## config.mk

```make
export PLATFORM = sky130hd
export DESIGN_NAME = nibble_serial_subtractor
export DESIGN_NICKNAME = d
export VERILOG_FILES = /design/src/rtl/nibble_serial_subtractor.sv
export SDC_FILE = /design/constraint.sdc
export NUM_CORES = 1
export LEC_CHECK = 0
export BUFFER_PORTS_ARGS = -buffer_cell sky130_fd_sc_hd__buf_4
export CAP_MARGIN = 30
export CORE_UTILIZATION = 50
export CTS_CLUSTER_DIAMETER = 200
export CTS_CLUSTER_SIZE = 14
export DETAILED_ROUTE_END_ITERATION = 8
export HOLD_SLACK_MARGIN = 0.02
export MAX_ROUTING_LAYER = met4
export PLACE_DENSITY = 0.8
export SLEW_MARGIN = 20
export SYNTH_ARGS = -nofsm -noshare
export SYNTH_HDL_FRONTEND = slang
export SYNTH_SLANG_ARGS = --single-unit
```

## constraint.sdc

```tcl
create_clock -name clk -period 3.9 [get_ports clk]
set_input_delay 0.975 -clock clk [delete_from_list [all_inputs] [get_ports clk]]
set_output_delay 0.975 -clock clk [all_outputs]
set_load 0.01 [all_outputs]
```

## src/rtl/nibble_serial_subtractor.sv

```systemverilog
// ============================================================================
// Module      : nibble_serial_subtractor
// Description : Multi-cycle d = a - b, one NIBBLE slice per clock (LSB first),
//               with a ripple borrow register and sign/zero/borrow/parity/ovf.
// Revision    : 1.0  initial release
// ============================================================================
`default_nettype none

module nibble_serial_subtractor #(
    parameter int WIDTH  = 16,
    parameter int NIBBLE = 4
) (
    input  logic             clk,
    input  logic             rst_n,
    input  logic             start,
    input  logic [WIDTH-1:0] a,
    input  logic [WIDTH-1:0] b,
    output logic             busy,
    output logic             done,
    output logic [WIDTH-1:0] d,
    output logic             sign,
    output logic             zero,
    output logic             borrow,
    output logic             parity,
    output logic             overflow
);

    localparam int SLICES = WIDTH / NIBBLE;
    localparam int IDXW   = (SLICES > 1) ? $clog2(SLICES) : 1;
    localparam logic [IDXW-1:0] LAST_IDX = IDXW'(SLICES - 1);

    typedef enum logic [1:0] {
        ST_IDLE = 2'd0,
        ST_RUN  = 2'd1,
        ST_DONE = 2'd2
    } state_t;

    state_t r_state;
    state_t w_state_nxt;

    logic [WIDTH-1:0] r_a;
    logic [WIDTH-1:0] r_b;
    logic [WIDTH-1:0] r_work;
    logic [IDXW-1:0]  r_idx;
    logic             r_brw;

    logic [NIBBLE-1:0] w_a_sl [SLICES];
    logic [NIBBLE-1:0] w_b_sl [SLICES];
    logic [NIBBLE:0]   w_diff;
    logic              w_bo;
    logic [WIDTH-1:0]  w_work_nxt;
    logic              w_ovf;

    // Slice views of the latched operands, and the working result with the
    // current slice merged in so the final edge can load d directly.
    generate
        for (genvar gi = 0; gi < SLICES; gi++) begin : g_slice
            assign w_a_sl[gi] = r_a[gi*NIBBLE +: NIBBLE];
            assign w_b_sl[gi] = r_b[gi*NIBBLE +: NIBBLE];
            assign w_work_nxt[gi*NIBBLE +: NIBBLE] =
                (r_idx == IDXW'(gi)) ? w_diff[NIBBLE-1:0]
                                     : r_work[gi*NIBBLE +: NIBBLE];
        end
    endgenerate

    // Extra top bit of the NIBBLE+1 wide difference is the slice borrow-out.
    assign w_diff = {1'b0, w_a_sl[r_idx]} - {1'b0, w_b_sl[r_idx]}
                  - {{NIBBLE{1'b0}}, r_brw};
    assign w_bo   = w_diff[NIBBLE];

    assign w_ovf = ( r_a[WIDTH-1] & ~r_b[WIDTH-1] & ~w_work_nxt[WIDTH-1])
                 | (~r_a[WIDTH-1] &  r_b[WIDTH-1] &  w_work_nxt[WIDTH-1]);

    always_ff @(posedge clk) begin
        if (!rst_n) begin
            r_state <= ST_IDLE;
        end else begin
            r_state <= w_state_nxt;
        end
    end

    always_comb begin
        w_state_nxt = r_state;
        busy        = 1'b0;
        done        = 1'b0;
        case (r_state)
            ST_IDLE: begin
                if (start) begin
                    w_state_nxt = ST_RUN;
                end
            end
            ST_RUN: begin
                busy = 1'b1;
                if (r_idx == LAST_IDX) begin
                    w_state_nxt = ST_DONE;
                end
            end
            ST_DONE: begin
                done        = 1'b1;
                w_state_nxt = start ? ST_RUN : ST_IDLE;
            end
            default: begin
                w_state_nxt = ST_IDLE;
            end
        endcase
    end

    always_ff @(posedge clk) begin
        if (!rst_n) begin
            r_a      <= '0;
            r_b      <= '0;
            r_work   <= '0;
            r_idx    <= '0;
            r_brw    <= 1'b0;
            d        <= '0;
            sign     <= 1'b0;
            zero     <= 1'b0;
            borrow   <= 1'b0;
            parity   <= 1'b0;
            overflow <= 1'b0;
        end else begin
            case (r_state)
                ST_IDLE, ST_DONE: begin
                    if (start) begin
                        r_a   <= a;
                        r_b   <= b;
                        r_idx <= '0;
                        r_brw <= 1'b0;
                    end
                end
                ST_RUN: begin
                    r_work <= w_work_nxt;
                    r_brw  <= w_bo;
                    r_idx  <= r_idx + 1'b1;
                    // Visible results only move on the completing edge.
                    if (r_idx == LAST_IDX) begin
                        d        <= w_work_nxt;
                        sign     <= w_work_nxt[WIDTH-1];
                        zero     <= (w_work_nxt == '0);
                        borrow   <= w_bo;
                        parity   <= ~^w_work_nxt;
                        overflow <= w_ovf;
                    end
                end
                default: begin
                end
            endcase
        end
    end

endmodule

`default_nettype wire

```

==> impl_metrics.json, run 1 <==
{
  "status": "complete, no violations",
  "ys.warnings.count": 0,
  "drt_pass1_iterations": 6,
  "port_buffers": 57,
  "numCtsBuffers": 9,
  "cellLeakagePower_nw": 1.837,
  "die_y_microns": 84.58,
  "insertion_delay_ps": 330,
  "cts_setup_buffers": 0,
  "p_sw_uw": 479.3,
  "holdWs_ps": 463.2,
  "h-tree-depth": 3,
  "grt_first_pass_wirelength_microns": 12440,
  "nNetsFinal": 482,
  "antennaDiodeCount": 0,
  "cts_tree": "yes",
  "dpl.hpwl_microns": 5087,
  "cts_buffer_depth": 2,
  "fillers": 540,
  "fin_tns_setup_ps": 0,
  "ys_ff_latch": 72,
  "grt_overflow": 0,
  "maxCapViolCount": 0,
  "synth_top_area_cell": "dfxtp_1",
  "grt_pass1_vias": 2613,
  "cp_cell_sequence": "buf_4 > buf_4 > mux4_2 > inv_1 > ha_1 > inv_1 > ha_1 > xnor2_2 > buf_4 > mux2i_1 > ha_1 > xor2_1 > xnor2_1 > xnor3_1 > or3_1 > nand3_1",
  "peakVddDrop_v": 0.0002541,
  "antenna_found_initial": 0,
  "max_freq_ghz": 0.2732,
  "ant_nets": 0,
  "clkSlewWorstSetupHoldPaths_ps": 70,
  "synth.net_count": 434,
  "rows": 29,
  "avgSynthCellArea_sq_um": 8.925,
  "worstMarginPinSlew_ps": 703.8,
  "swShare_pct": 27.02,
  "internal_power_mw": 1.295,
  "die_w_microns": 84.58,
  "grt_max_degree": 72,
  "area_growth_pct": 20.95,
  "gp_congestion": 0.9501,
  "cp.required_ps": 4180,
  "yosys-top-cells-count": "107 x nand2_1, 72 x dfxtp_1, 43 x a21boi_0",
  "viasPerCell": 5.262,
  "period_minus_slack_ps": 3660,
  "num_io_pins": 58,
  "hp-class": "flop to flop",
  "pwr-share-seq_pct": 44.4,
  "syn_area_sq_um": 3410,
  "cts.sinks": 72,
  "ctsResizeCount": 0,
  "wl_microns": 7107,
  "synth_top_area_share_pct": 42.28,
  "p_clk_share_pct": 33.3,
  "crit_path_start_kind": "flop",
  "skew_ps": 6.818,
  "synth_cell_types": 35,
  "vias": 2694,
  "power.density_nw_per_um2": 430.2,
  "synthArstFlopShare_pct": 0,
  "drive_above_1_share_pct": 22.30,
  "wl_per_cell_microns": 13.88,
  "drt_iter0_markers": 199,
  "die-area_sq_um": 7153,
  "finalSetupViolations": 0,
  "track_usage_pct": 22.65,
  "combinationalPowerShare_pct": 22.3,
  "netlist_instances": 382,
  "critPathCaptureType": "flop",
  "rsz0062_at_grt": "false",
  "synth_area_leaders": "dfxtp_1 42%, nand2_1 12%, a21boi_0 9.5%",
  "cpMaxStageDelayCell": "mux4_2",
  "path_max_fanout": 11,
  "clockRootBuffer": "clkbuf_8",
  "synth_flop_cell": "dfxtp_1",
  "core_area_sq_um": 6459,
  "critPathMaxStageDelay_ps": 500,
  "critPathArrivalTime_ps": 3940,
  "cts_hold_buffers": 0,
  "synth-seq-area-share_pct": 42.28,
  "period_share_pct": 93.85,
  "synth-edff-count": 0,
  "finalMaxSlewViolations": 0,
  "post-route-drc-count": 0,
  "slew_headroom_pct": 53.08,
  "initial_utilization_pct": 52.79,
  "worst-setup-path-type": "flop to flop",
  "hold_viol_final": 0,
  "yosysMostFrequentCell": "nand2_1"
}
-- flip-flops by register name, summed over array words and instances, names as in the netlist --
signal / cells
r_idx: 2
r_b: 16
parity: 1
d: 16
zero: 1
r_a: 16
r_state: 2
borrow: 1
r_work: 15
overflow: 1
r_brw: 1
-- area by class of cell --
cell class,instances,area [sq um],area share [%]
Tap cell,77,96.34,2.336
Sequential cell,72,1441,34.95
Multi-Input combinational cell,263,1815,44.02
Timing Repair Buffer,68,510.5,12.38
Clock inverter,2,37.54,0.9102
Inverter,16,60.06,1.456
Clock buffer,14,162.7,3.944
-- per-stage QoR --
stage | cells | util (%) | total power, mW | cell area (sq um) | worst slack, ps
after floorplan | 382 | - | 1.077 | 3410 | 90.47
after global placement | 496 | 60.31 | 1.170 | 3895 | 258.3
after detailed placement | 496 | 60.31 | 1.184 | 3895 | 151.6
after CTS | 512 | 63.41 | 1.772 | 4095 | 139.4
after global routing | 512 | 63.85 | 1.862 | 4124 | 27.30
final | 512 | 63.85 | 1.774 | 4124 | 239.9
-- per-layer routing --
layer / vias up / wire length (microns) / global-route usage, %
met4: 0 / 127 / 8.629
met3: 11 / 343 / 4.425
met5: - / 0 / -
met2: 72 / 3291 / 34.59
met1: 1251 / 3344 / 29.79
li1: 1360 / - / -
-- layout by cell type, fill, tap and decap left out, drive strengths merged, types with 7 or more instances in the layout --
master  Yosys  layout
nor2       11      11
xnor2       7       7
o211a      13      13
nor2b       7       7
buf         5      68
mux2i      14      14
nand2     107     107
a21boi     44      44
mux4        8       8
a21oi       9       9
dfxtp      72      72
ha         15      15
inv        16      16
clkbuf     26      14
-- final timing paths --
check                                           start              endpoint  slack (ps)  cells past startpoint
worst min register to register   r_b[11]$_SDFFE_PN0P_  r_b[11]$_SDFFE_PN0P_         460                      2
worst max register to register  r_idx[0]$_SDFFE_PN0P_   parity$_SDFFE_PN0P_         240                     16
worst min-delay path             r_b[11]$_SDFFE_PN0P_  r_b[11]$_SDFFE_PN0P_         460                      2
worst max-delay path            r_idx[0]$_SDFFE_PN0P_   parity$_SDFFE_PN0P_         240                     16
-- cells by family (layout without fill, tap and decap cells) --
kind of cell    after synthesis  count (layout)  synth area share [%]
flops                        72              72                 42.28
fa+ha+maj                    17              17                 6.679
mux                          22              22                 9.394
compound gates               75              75                 16.44
simple gates                140             140                 17.10
xor+xnor                      9               9                 2.716
buf+inv                      47             100                 5.394
-- critical path: cells and delay by family (launching register included) --
family,cells,cell delay [ps]
flops,1,390
mux,2,710
buf+inv,5,650
fa+ha+maj,3,750
xor+xnor,4,740
simple gates,2,390
-- power by group through the flow --
stage / sequential, mW / clock (mW) / combinational [mW]
3_5_place_dp: 0.804 / 0 / 0.380
3_3_place_gp: 0.804 / 0 / 0.366
6_report: 0.788 / 0.590 / 0.395
5_1_grt: 0.791 / 0.634 / 0.437
2_1_floorplan: 0.797 / 0 / 0.280
4_1_cts: 0.788 / 0.602 / 0.382
(Power assumes the default switching activity.)
==> run 2, diff against run 1 <==
Settings changed: BUFFER_PORTS_ARGS -buffer_cell sky130_fd_sc_hd__buf_4 to -buffer_cell sky130_fd_sc_hd__clkbuf_2, CORE_MARGIN from default to 2.
==> run 2 against run 1 <==
Effect of this change:
- worst setup slack worse by 14 ps
- count of clock-buffer cells in the layout is 1 lower
- via count is 1.2% higher
- critical path type unchanged
==> impl_metrics.json, run 2 (synthesized netlist as in run 1, its figures left out) <==
{
  "status": "complete, no violations",
  "fin_ws_ps": 225.7,
  "placed_cell_area_sq_um": 3756,
  "worstMarginPinSlew_ps": 585.4,
  "ant_nets": 0,
  "h-tree-depth": 3,
  "top_layer": "met4",
  "grt_first_pass_wirelength_microns": 11780,
  "core_area_sq_um": 6681,
  "finalMaxSlewViolations": 0,
  "period_share_pct": 94.21,
  "vias": 2726,
  "die-area_sq_um": 7495,
  "cts.sinks": 72,
  "crit_path_start_kind": "flop",
  "wl_per_cell_microns": 13.82,
  "rsz0062_at_grt": "false",
  "max_freq_ghz": 0.2722,
  "reg2regPathDepth": 14,
  "track_usage_pct": 20.69,
  "num_io_pins": 58,
  "multi_input_area_sq_um": 1821,
  "peakVddDrop_v": 0.0002405,
  "hold_viol_final": 0,
  "cts_buffer_depth": 2,
  "dpl.cell_count": 499,
  "hp-class": "flop to flop",
  "drt_pass1_iterations": 4,
  "fillers": 576,
  "viasPerCell": 5.304,
  "met1_length_microns": 3403,
  "hold_start": "r_b[1]$_SDFFE_PN0P_",
  "ff_latch_area_sq_um": 1443,
  "grt_pass1_vias": 2562,
  "cts_hold_buffers": 0,
  "fin_total_pwr_mw": 1.732,
  "post-route-drc-count": 0,
  "critPathCaptureType": "flop",
  "clkSlewWorstSetupHoldPaths_ps": 70,
  "insertion_delay_ps": 350,
  "cts_tree": "yes",
  "grt_max_degree": 35,
  "maxCapViolCount": 0,
  "dr_wl_met3_microns": 275,
  "r2r_setup_slack_ps": 230,
  "cp.required_ps": 4190,
  "gp_congestion": 0.8656,
  "rr_startpoint": "r_idx[0]$_SDFFE_PN0P_",
  "drive_above_1_share_pct": 23.04,
  "rows": 30,
  "port_buffers": 57,
  "slew_headroom_pct": 60.98,
  "cellLeakagePower_nw": 1.794,
  "numCtsBuffers": 9,
  "critPathArrivalTime_ps": 3970,
  "worst-setup-path-type": "flop to flop",
  "skew_ps": 9.924,
  "antenna_found_initial": 0,
  "period_minus_slack_ps": 3674,
  "pre_cts_slack_ps": 71.27,
  "dpl.hpwl_microns": 5200,
  "final_cell_area_sq_um": 3983,
  "wl_met2_microns": 3308,
  "wl_microns": 7105,
  "die_w_microns": 86.58,
  "path_max_fanout": 5,
  "top_regs": "d (16), r_a (16), r_b (16)",
  "nNetsFinal": 482,
  "clockRootBuffer": "clkbuf_8",
  "final_common_cell": "nand2_1",
  "drt_iter0_markers": 174,
  "finalSetupViolations": 0,
  "power.density_nw_per_um2": 435.0,
  "initial_utilization_pct": 51.03,
  "grt_overflow": 0,
  "antennaDiodeCount": 0,
  "fin_cells": 514,
  "area_growth_pct": 16.81,
  "crit_start": "r_idx[0]$_SDFFE_PN0P_",
  "min_path_cells": 2,
  "die_y_microns": 86.58,
  "final_cell_mix": "107 x nand2_1, 71 x dfxtp_1, 57 x clkbuf_2",
  "fin_tns_setup_ps": 0
}
run 2: final timing paths:
kind	end
setup / recovery	parity$_SDFFE_PN0P_
hold reg to reg	r_b[1]$_SDFFE_PN0P_
hold / removal	r_b[1]$_SDFFE_PN0P_
setup reg to reg	parity$_SDFFE_PN0P_
run 2: layout make-up:
| type | instances | share of cell area, % |
|---|---|---|
| multi-input combinational | 263 | 45.71 |
| sequential | 72 | 36.22 |
| timing repair buffer | 68 | 9.237 |
| clock buffer | 13 | 4.493 |
| tap | 80 | 2.513 |
| inverter | 16 | 1.508 |
| clock inverter | 2 | 0.3142 |
run 2: per-stage QoR:
step / util, % / hold slack, ps
after floorplan: - / 434.9
final: 59.61 / 463.4
after detailed placement: 56.22 / 457.9
after CTS: 59.08 / 468.0
after global placement: 56.22 / 445.4
after global routing: 59.61 / 482.9
run 2: routing by layer:
layer	up-vias	GRT usage (%)
met2	67	31.61
met1	1284	26.74
li1	1365	-
met4	0	8.097
met5	-	-
met3	10	4.762
run 2: what timing repair did:
action | 4_1_cts | 5_1_grt
endpoints found under the setup margin | 0 | 1
buffers inserted | 0 | 0
gates resized for setup | 0 | 8
run 2: power breakdown:
group / internal, mW / leakage [nW] / total (mW) / switching [mW]
registers: 0.768 / 0.587 / 0.789 / 0.0208
clock network: 0.296 / 0.0975 / 0.553 / 0.257
logic: 0.185 / 1.11 / 0.390 / 0.205
run 2: critical path, cell delays in order (launching register included):
cell and delay, ps:
dfxtp_2 390, buf_4 150, mux4_2 500, inv_1 100, fa_1 210, inv_1 70
fa_2 390, xnor2_2 170, mux2i_2 220, ha_1 280, xnor2_1 190, xnor2_1 170
xnor3_1 360, or3_1 320, nand3_1 80
